## config.mk

```make
export PLATFORM = sky130hd
export DESIGN_NAME = ili9341_spi_tx
export DESIGN_NICKNAME = d
export VERILOG_FILES = /design/src/rtl/ili9341_spi_tx.sv
export SDC_FILE = /design/constraint.sdc
export NUM_CORES = 1
export LEC_CHECK = 0
export CAP_MARGIN = 20
export CORE_MARGIN = 2
export CORE_UTILIZATION = 35
export CTS_CLUSTER_SIZE = 24
export DETAILED_ROUTE_END_ITERATION = 8
export GPL_TIMING_DRIVEN = 0
export HOLD_SLACK_MARGIN = 0.08
export PLACE_DENSITY_LB_ADDON = 0.2
export SLEW_MARGIN = 20
export SYNTH_ARGS = -nofsm -noshare
export SYNTH_HDL_FRONTEND = slang
export SYNTH_SLANG_ARGS = --single-unit
```

## constraint.sdc

```tcl
create_clock -name sysclk -period 2.2 [get_ports sysclk]
set_input_delay 0.44 -clock sysclk [delete_from_list [all_inputs] [get_ports sysclk]]
set_output_delay 0.44 -clock sysclk [all_outputs]
set_load 0.02 [all_outputs]
```

## src/rtl/ili9341_spi_tx.sv

```systemverilog
// ili9341_spi_tx
// -----------------------------------------------------------------------------
// Byte-level SPI serializer for the ILI9341 panel. {dc, byte} words enter a
// small FIFO and are shifted out MSB-first in SPI mode 0 (SCLK idle low, data
// sampled by the panel on SCLK rising edges). CS is held low across
// back-to-back bytes, so a stream of queued words forms one gapless frame.
//
// Handshake (valid/ready): a word is accepted on a rising sysclk edge where
// in_valid && in_ready. in_ready depends only on the registered FIFO count
// (never on in_valid), and once in_valid is raised the upstream keeps
// in_dc/in_data stable until the accepting edge. A push and a pop on the same
// edge are both honoured.
//
// Ports:
//   sysclk, rst_n          clock, asynchronous active-low reset
//   in_valid/in_ready      upstream handshake
//   in_dc, in_data         D/CX flag and byte of the word
//   busy                   FIFO non-empty or frame in progress
//   byte_done              1-cycle pulse at a byte's 8th SCLK falling edge
//   tft_cs/dc/clk/din      panel pins (CS active-low, SCLK idle low)
//   dbg_state              current FSM state (IDLE=0, LOW=1, HIGH=2, HOLD=3)
// -----------------------------------------------------------------------------
module ili9341_spi_tx #(
    parameter int CLK_DIV    = 2,
    parameter int FIFO_DEPTH = 4
) (
    input  logic       sysclk,
    input  logic       rst_n,
    input  logic       in_valid,
    output logic       in_ready,
    input  logic       in_dc,
    input  logic [7:0] in_data,
    output logic       busy,
    output logic       byte_done,
    output logic       tft_cs,
    output logic       tft_dc,
    output logic       tft_clk,
    output logic       tft_din,
    output logic [1:0] dbg_state
);

    localparam int              AW         = $clog2(FIFO_DEPTH);
    localparam int              DW         = (CLK_DIV > 1) ? $clog2(CLK_DIV) : 1;
    localparam logic [AW:0]     L_DEPTH    = (AW + 1)'(FIFO_DEPTH);
    localparam logic [DW-1:0]   L_DIV_LAST = DW'(CLK_DIV - 1);

    typedef enum logic [1:0] {
        S_IDLE = 2'd0,
        S_LOW  = 2'd1,
        S_HIGH = 2'd2,
        S_HOLD = 2'd3
    } state_t;

    state_t r_state;
    state_t w_state_nxt;

    // ---------------- input FIFO ----------------
    logic [8:0]    r_mem [FIFO_DEPTH];
    logic [AW-1:0] r_wr_ptr;
    logic [AW-1:0] r_rd_ptr;
    logic [AW:0]   r_count;
    logic          w_full;
    logic          w_empty;
    logic          w_push;
    logic          w_pop;
    logic [8:0]    w_head;

    assign w_full   = (r_count == L_DEPTH);
    assign w_empty  = (r_count == '0);
    assign w_push   = in_valid && !w_full;
    assign w_head   = r_mem[r_rd_ptr];
    assign in_ready = !w_full;

    always_ff @(posedge sysclk) begin
        if (w_push) begin
            r_mem[r_wr_ptr] <= {in_dc, in_data};
        end
    end

    always_ff @(posedge sysclk or negedge rst_n) begin
        if (!rst_n) begin
            r_wr_ptr <= '0;
            r_rd_ptr <= '0;
            r_count  <= '0;
        end else begin
            if (w_push) r_wr_ptr <= r_wr_ptr + 1'b1;
            if (w_pop)  r_rd_ptr <= r_rd_ptr + 1'b1;
            case ({w_push, w_pop})
                2'b10:   r_count <= r_count + 1'b1;
                2'b01:   r_count <= r_count - 1'b1;
                default: r_count <= r_count;
            endcase
        end
    end

    // ---------------- serializer ----------------
    logic [DW-1:0] r_div;
    logic [2:0]    r_bit_cnt;
    logic [7:0]    r_shift;
    logic          r_dc;
    logic          r_clk;
    logic          r_cs;
    logic          r_done;
    logic          w_div_end;
    logic          w_load;
    logic          w_shift;
    logic          w_last_fall;

    // Every non-IDLE state lasts exactly CLK_DIV cycles, so all of their
    // transitions happen on w_div_end.
    assign w_div_end = (r_div == L_DIV_LAST);

    // State register
    always_ff @(posedge sysclk or negedge rst_n) begin
        if (!rst_n) begin
            r_state <= S_IDLE;
        end else begin
            r_state <= w_state_nxt;
        end
    end

    // Next-state logic
    always_comb begin
        w_state_nxt = r_state;
        unique case (r_state)
            S_IDLE: if (!w_empty) w_state_nxt = S_LOW;
            S_LOW:  if (w_div_end) w_state_nxt = S_HIGH;
            S_HIGH: begin
                if (w_div_end) begin
                    // More bits, or another queued word: stay in the frame.
                    if (r_bit_cnt != 3'd0 || !w_empty) w_state_nxt = S_LOW;
                    else                               w_state_nxt = S_HOLD;
                end
            end
            S_HOLD: if (w_div_end) w_state_nxt = S_IDLE;
            default: w_state_nxt = S_IDLE;
        endcase
    end

    // Output / strobe logic
    always_comb begin
        w_load      = 1'b0;
        w_shift     = 1'b0;
        w_last_fall = 1'b0;
        unique case (r_state)
            S_IDLE: w_load = !w_empty;
            S_HIGH: begin
                if (w_div_end) begin
                    if (r_bit_cnt != 3'd0) begin
                        w_shift = 1'b1;
                    end else begin
                        w_last_fall = 1'b1;
                        // Gapless: the next word is popped on the same SCLK
                        // falling edge that ends the current byte.
                        w_load      = !w_empty;
                    end
                end
            end
            default: begin
            end
        endcase
    end

    assign w_pop = w_load;

    // Pin registers. SCLK and CS are derived from the next state so the pins
    // come straight from flops; DC and DIN only change on loads/shifts, which
    // coincide with SCLK going (or staying) low.
    always_ff @(posedge sysclk or negedge rst_n) begin
        if (!rst_n) begin
            r_div     <= '0;
            r_bit_cnt <= '0;
            r_shift   <= '0;
            r_dc      <= 1'b0;
            r_clk     <= 1'b0;
            r_cs      <= 1'b1;
            r_done    <= 1'b0;
        end else begin
            r_div  <= (r_state == S_IDLE || w_div_end) ? '0 : r_div + 1'b1;
            r_clk  <= (w_state_nxt == S_HIGH);
            r_cs   <= (w_state_nxt == S_IDLE);
            r_done <= w_last_fall;
            if (w_load) begin
                r_shift   <= w_head[7:0];
                r_dc      <= w_head[8];
                r_bit_cnt <= 3'd7;
            end else if (w_shift) begin
                r_shift   <= {r_shift[6:0], 1'b0};
                r_bit_cnt <= r_bit_cnt - 1'b1;
            end
        end
    end

    assign tft_cs    = r_cs;
    assign tft_dc    = r_dc;
    assign tft_clk   = r_clk;
    assign tft_din   = r_shift[7];
    assign byte_done = r_done;
    assign busy      = (r_state != S_IDLE) || !w_empty;
    assign dbg_state = r_state;

endmodule

```

==> results.md, run 1 <==
* Run status: finished, final reports clean
* Largest net degree at the start of global routing at 16
* Drt wl/cell at 14.7 um
* Max rail drop VDD at 0.000480 V
* Number of max-cap violations at 0
* Router iterations before antenna repair at 4
* H-tree depth at 3
* First-pass GRT wire length at 7470 um
* Worst Path Max Fanout at 7
* Worst-skew pair later-pin latency at 0.33 ns
* Num rows at 31
* Die Width at 90.0 um
* Clock skew at 0.00818 ns
* Vias in the first global route at 1528
* Die area at 8100 um2
* Worst hold-check path type: in -> async
* Post-layout util at 0.446
* Port bufs at 20
* P_leak at 0.00124 uW
* Slowest-stage cell, CP: dfrtp_2
* Initial antenna violation count at 0
* Worst setup path class: reg -> reg
* Final Max Tran Viols at 0
* Root Buffer: clkbuf_8
* Asr flop ratio synth at 0.410
* Post-route DRC at 0
* CTS tree: yes
* Mapped Nets at 183
* Hold violation total from the final report at 0
* Share of cells above drive strength 1 at 0.262
* Post-DRT Antenna Nets at 0
* Crit. End Element: flop
* Pwr dens at 1380 nW/um2
* Post-Syn Instances at 164
* Core Area at 7210 um2
* Die Y at 90.0 um
* Post-layout minimum cycle time at 2.14 ns
* Post-synth top area cell: edfxtp_1
* Worst path required time at 2.41 ns
* Avg Vias per Cell at 4.69
* Top cells by count, synth: edfxtp_1 (36), dfrtp_1 (24), nand2_1 (14)
* Antenna diodes at 0
* Register bit count reported by yosys at 61
* Synth unique cells at 40
* Fmax at 466 MHz
* Post-DP HPWL at 2980 um
* Placer Congestion at 0.693
* WP data arrival at 2.36 ns
* DRT iter0 DRCs at 46
* Worst slack, placed at -0.280 ns
* Ys Warns at 0
* Startpoint Class: flop
* Slew @ Worst Pin at 0.676 ns
* Final Cycle Share at 0.974
* Nets at 220
* Area grow syn2layout at 24.2%
* Vias at 1431
* Top_reg_cell synth: edfxtp_1
* Most frequent cell after synthesis: edfxtp_1
* Post-synthesis sequential area ratio at 0.660
* Synth top area share at 0.418
* Ranking of synthesized cells by area: edfxtp_1 (42%), dfrtp_1 (23%), mux4_2 (7.8%), mux2i_1 (3.1%), ha_1 (2.9%)
* TritonCTS Buffers at 9
* Max stage delay on crit path at 0.46 ns
* Ordered cell list for the critical path: or3b_4, and2_4, and2b_1, fa_2, mux2_4
* Final worst slack at 0.0563 ns
* Clock sinks at 61
* Initial core utilization at 0.359
* Clock Path Buffers at 2
* Final Routed Wirelength at 4480 um
* Post-Syn Area per Cell at 15.8 um2
* GRT Residual Overflow at 0
* Slew headroom at 0.550
* Synthesized area at 2590 um2
* Global Route Usage Sum at 0.124
* Endpoints failing setup at 0
* EDFF count, synth at 36
* R2R depth at 5
* Total I/O pin count at 21
* RSZ-0062 raised after global routing: yes
* Clock transition at path regs at 0.06 ns
## through the flow
stage | total power [uW] | instances | hold WS, ns | cell area [um2] | setup TNS (ns)
floorplan | 2840 | 164 | 0.144 | 2590 | 0
global placement | 3210 | 283 | 0.471 | 2910 | -0.343
detailed placement | 3310 | 284 | 0.477 | 2940 | -0.514
CTS | 4420 | 301 | 0.483 | 3170 | -0.0662
global route | 4750 | 305 | 0.494 | 3210 | -0.0298
finish | 4430 | 305 | 0.481 | 3210 | 0
## worst max-delay path: cells and delay by family (launching register included)
family        cells  cell delay [ns]
simple gates      3             0.87
flops             1             0.46
fa+ha+maj         1             0.44
mux               1             0.26
## per-layer routing
layer	vias to the layer above	track usage	routed length [um]
met4	0	0.0564	86
met5	-	0	0
met1	719	0.145	1910
li1	674	-	-
met2	29	0.201	2280
met3	9	0.0511	206
## state kept, by name, summed over array words and instances (netlist names)
| register | cells |
|---|---|
| tft_cs | 1 |
| byte_done | 1 |
| tft_dc | 1 |
| r_shift | 8 |
| r_wr_ptr | 2 |
| r_bit_cnt | 3 |
| r_rd_ptr | 2 |
| r_count | 3 |
| tft_clk | 1 |
| dbg_state | 2 |
| r_div | 1 |
| r_mem | 36 |
## logic make-up (layout without fill, tap and decap cells)
logic type | Yosys count | after routing | share of synthesized area
simple gates | 38 | 38 | 0.0783
buf+inv | 14 | 56 | 0.0290
flops | 61 | 61 | 0.660
fa+ha+maj | 7 | 7 | 0.0368
xor+xnor | 8 | 8 | 0.0300
compound gates | 17 | 17 | 0.0464
mux | 19 | 19 | 0.119
## timing repair
action / CTS / global route
endpoints found under the setup margin: 4 / 3
resized for setup: 3 / 9
pin swaps: 1 / 4
buffers inserted: 1 / 6
hold buffers: 0 / 0
## where the power goes
| part | internal, uW | leakage (uW) | switching (uW) |
|---|---|---|---|
| sequential | 1590 | 0.000621 | 169 |
| combinational | 804 | 0.000506 | 799 |
| clock | 661 | 0.000111 | 409 |
| total | 3060 | 0.00124 | 1380 |
## layout by cell type (no fill, tap or decap), types with 3 or more instances in the layout
cell	count
clkbuf_8	10
edfxtp_1	36
mux4_2	9
clkdlybuf4s50_1	18
inv_1	3
xor2_1	3
xnor2_1	4
mux2i_1	8
nand2_1	14
nand2b_1	4
dfrtp_1	21
buf_4	7
nor2_1	4
buf_2	5
and3_1	3
dfrtp_2	3
o21ai_0	8
ha_1	5
## final timing paths
kind,from,to,slack [ns]
hold / removal,rst_n,r_bit_cnt[2],0.48
max in group asynchronous,rst_n,r_rd_ptr[0],1.24
setup / recovery,r_count[0],r_count[1],0.06
hold reg to reg,r_shift[1],r_shift[1],0.49
min in group sysclk,r_shift[1],r_shift[1],0.49
setup reg to reg,r_count[0],r_count[1],0.06
## cell type report
cell class / count / area (um2)
fillers: 674 / 4000
flip-flops and latches: 61 / 1710
multi-input cells: 89 / 823
repair buffers: 28 / 282
clock buffers: 11 / 141
well taps: 99 / 124
clock inverters: 5 / 73.8
plain buffers: 8 / 43.8
inverters: 4 / 15.0
(Power assumes the default switching activity.)
==> inputs of run 2 (changes only) <==
- clock period: 2.2 -> 2.57 ns (I/O delays scaled with it)
==> run 2 against run 1 <==
Against the previous run:
- worst hold slack worse by 0.32 ns
- final area shrank 3.4%
- global-route usage shrank 0.83 points
- critical path type is now reg -> out
==> results.md, run 2 (synthesis gave the netlist of run 1 again) <==
* Run status: finished, final reports clean
* Filler instances at 681
* WP data arrival at 1.90 ns
* Clock transition at path regs at 0.07 ns
* Slew headroom at 0.587
* Largest net degree at the start of global routing at 26
* Biggest regs: r_mem (36), r_shift (8)
* Non-filler cells, final at 300
* DR top layer: met4
* Drt wl/cell at 14.3 um
* Worst-skew pair later-pin latency at 0.33 ns
* Post-layout minimum cycle time at 2.41 ns
* Number of max-cap violations at 0
* Worst setup path class: reg -> out
* Setup tns final at 0 ns
* Vias in the first global route at 1398
* Area grow syn2layout at 20.0%
* Commonest cells after routing, fill and taps aside: edfxtp_1 (36), dfrtp_1 (24), clkdlybuf4s50_1 (19)
* Nets at 215
* Die area at 8100 um2
* Metal2 WL at 2180 um
* Final Routed Wirelength at 4290 um
* Max rail drop VDD at 0.000394 V
* Placer Congestion at 0.685
* Commonest non-fill, non-tap cell in the layout: edfxtp_1
* Slew @ Worst Pin at 0.620 ns
* Biggest register: r_mem
* Hold violation total from the final report at 0
* Largest register FFs at 36
* Num rows at 31
* CTS tree: yes
* Final worst slack at 0.160 ns
* Placed instance area at 2910 um2
* TritonCTS Buffers at 9
* Port bufs at 20
* Initial core utilization at 0.359
* First-pass GRT wire length at 7020 um
* Post-route DRC at 0
* Worst path required time at 2.06 ns
* Clock Path Buffers at 2
* Final Cycle Share at 0.938
* Post-layout util at 0.430
* Worst hold-check path type: in -> async
* Global Route Usage Sum at 0.116
* Post-DP HPWL at 2880 um
* Final Max Tran Viols at 0
* Startpoint Class: flop
* Die Width at 90.0 um
* Root Buffer: clkbuf_8
* Avg Vias per Cell at 4.65
* Clock skew at 0.00886 ns
* H-tree depth at 3
* Crit. End Element: primary output
* Total I/O pin count at 21
* Initial antenna violation count at 0
* Endpoints failing setup at 0
* Clock sinks at 61
* P_leak at 0.00119 uW
* Routed wl met3 at 179 um
* Routed length on met1 at 1860 um
* Post-DRT Antenna Nets at 0
* Vias at 1394
* GRT Residual Overflow at 0
* Core Area at 7210 um2
* RSZ-0062 raised after global routing: no
* Die Y at 90.0 um
* Worst Path Max Fanout at 5
* Final instance area at 3100 um2
* Worst slack, placed at 0.0473 ns
* Pwr dens at 1150 nW/um2
* Antenna diodes at 0
* Share of cells above drive strength 1 at 0.209
* Router iterations before antenna repair at 4
* Fmax at 415 MHz
* Placed insts at 283
* DRT iter0 DRCs at 48
-- run 2: cell count changes in the layout (fill, tap and decap cells not counted), moves of 2 or more --
cell	previous run	this run
buf_2	5	7
buf_4	7	1
clkinvlp_4	0	2
dfrtp_1	21	24
dfrtp_2	3	0
-- run 2: area by class of cell --
type / count / area (um2) / share of cell area
plain buffers: 10 / 60.1 / 0.0193
inverters: 4 / 15.0 / 0.00484
repair buffers: 21 / 203 / 0.0653
well taps: 99 / 124 / 0.0399
multi-input cells: 89 / 805 / 0.259
clock inverters: 7 / 66.3 / 0.0214
clock buffers: 9 / 124 / 0.0399
flip-flops and latches: 61 / 1710 / 0.550
-- run 2: per-stage QoR --
step / hold WS, ns / total power (uW)
finish: 0.163 / 3570
global route: 0.201 / 3820
CTS: 0.178 / 3620
detailed placement: 0.478 / 2800
global placement: 0.471 / 2740
floorplan: 0.218 / 2430
-- run 2: metal layers --
| layer | track usage | vias up |
|---|---|---|
| li1 | - | 659 |
| met1 | 0.137 | 694 |
| met2 | 0.191 | 34 |
| met3 | 0.0394 | 7 |
| met4 | 0.0551 | 0 |
| met5 | 0 | - |
-- run 2: repair_timing --
item | in CTS | in global routing
gates resized for setup | 0 | 0
setup endpoints to repair | 0 | 2
hold buffers | 0 | 0
setup buffers | 0 | 1
-- run 2: path summary, 6_finish.rpt --
| kind | startpoint | endpoint | slack (ns) | cells after the start |
|---|---|---|---|---|
| setup / recovery | r_count[1] | busy | 0.16 | 3 |
| hold / removal | rst_n | r_bit_cnt[2] | 0.16 | 1 |
| setup reg to reg | r_count[1] | r_count[2] | 0.31 | 8 |
| hold reg to reg | r_shift[1] | r_shift[1] | 0.49 | 1 |
| max in group asynchronous | rst_n | dbg_state[1] | 2.02 | 1 |
| min in group sysclk | r_shift[1] | r_shift[1] | 0.49 | 1 |
-- run 2: where the power goes --
part / internal, uW / leakage, uW / total, uW / switching [uW]
sequential: 1360 / 0.000624 / 1490 / 136
combinational: 624 / 0.000479 / 1270 / 644
clock: 440 / 0.0000903 / 813 / 372
-- run 2: critical path: stages (launching register included) --
cell             delay [ns]
dfrtp_1                0.44
nor3_1                 0.42
nand2_1                0.14
clkdlybuf4s50_1        0.56
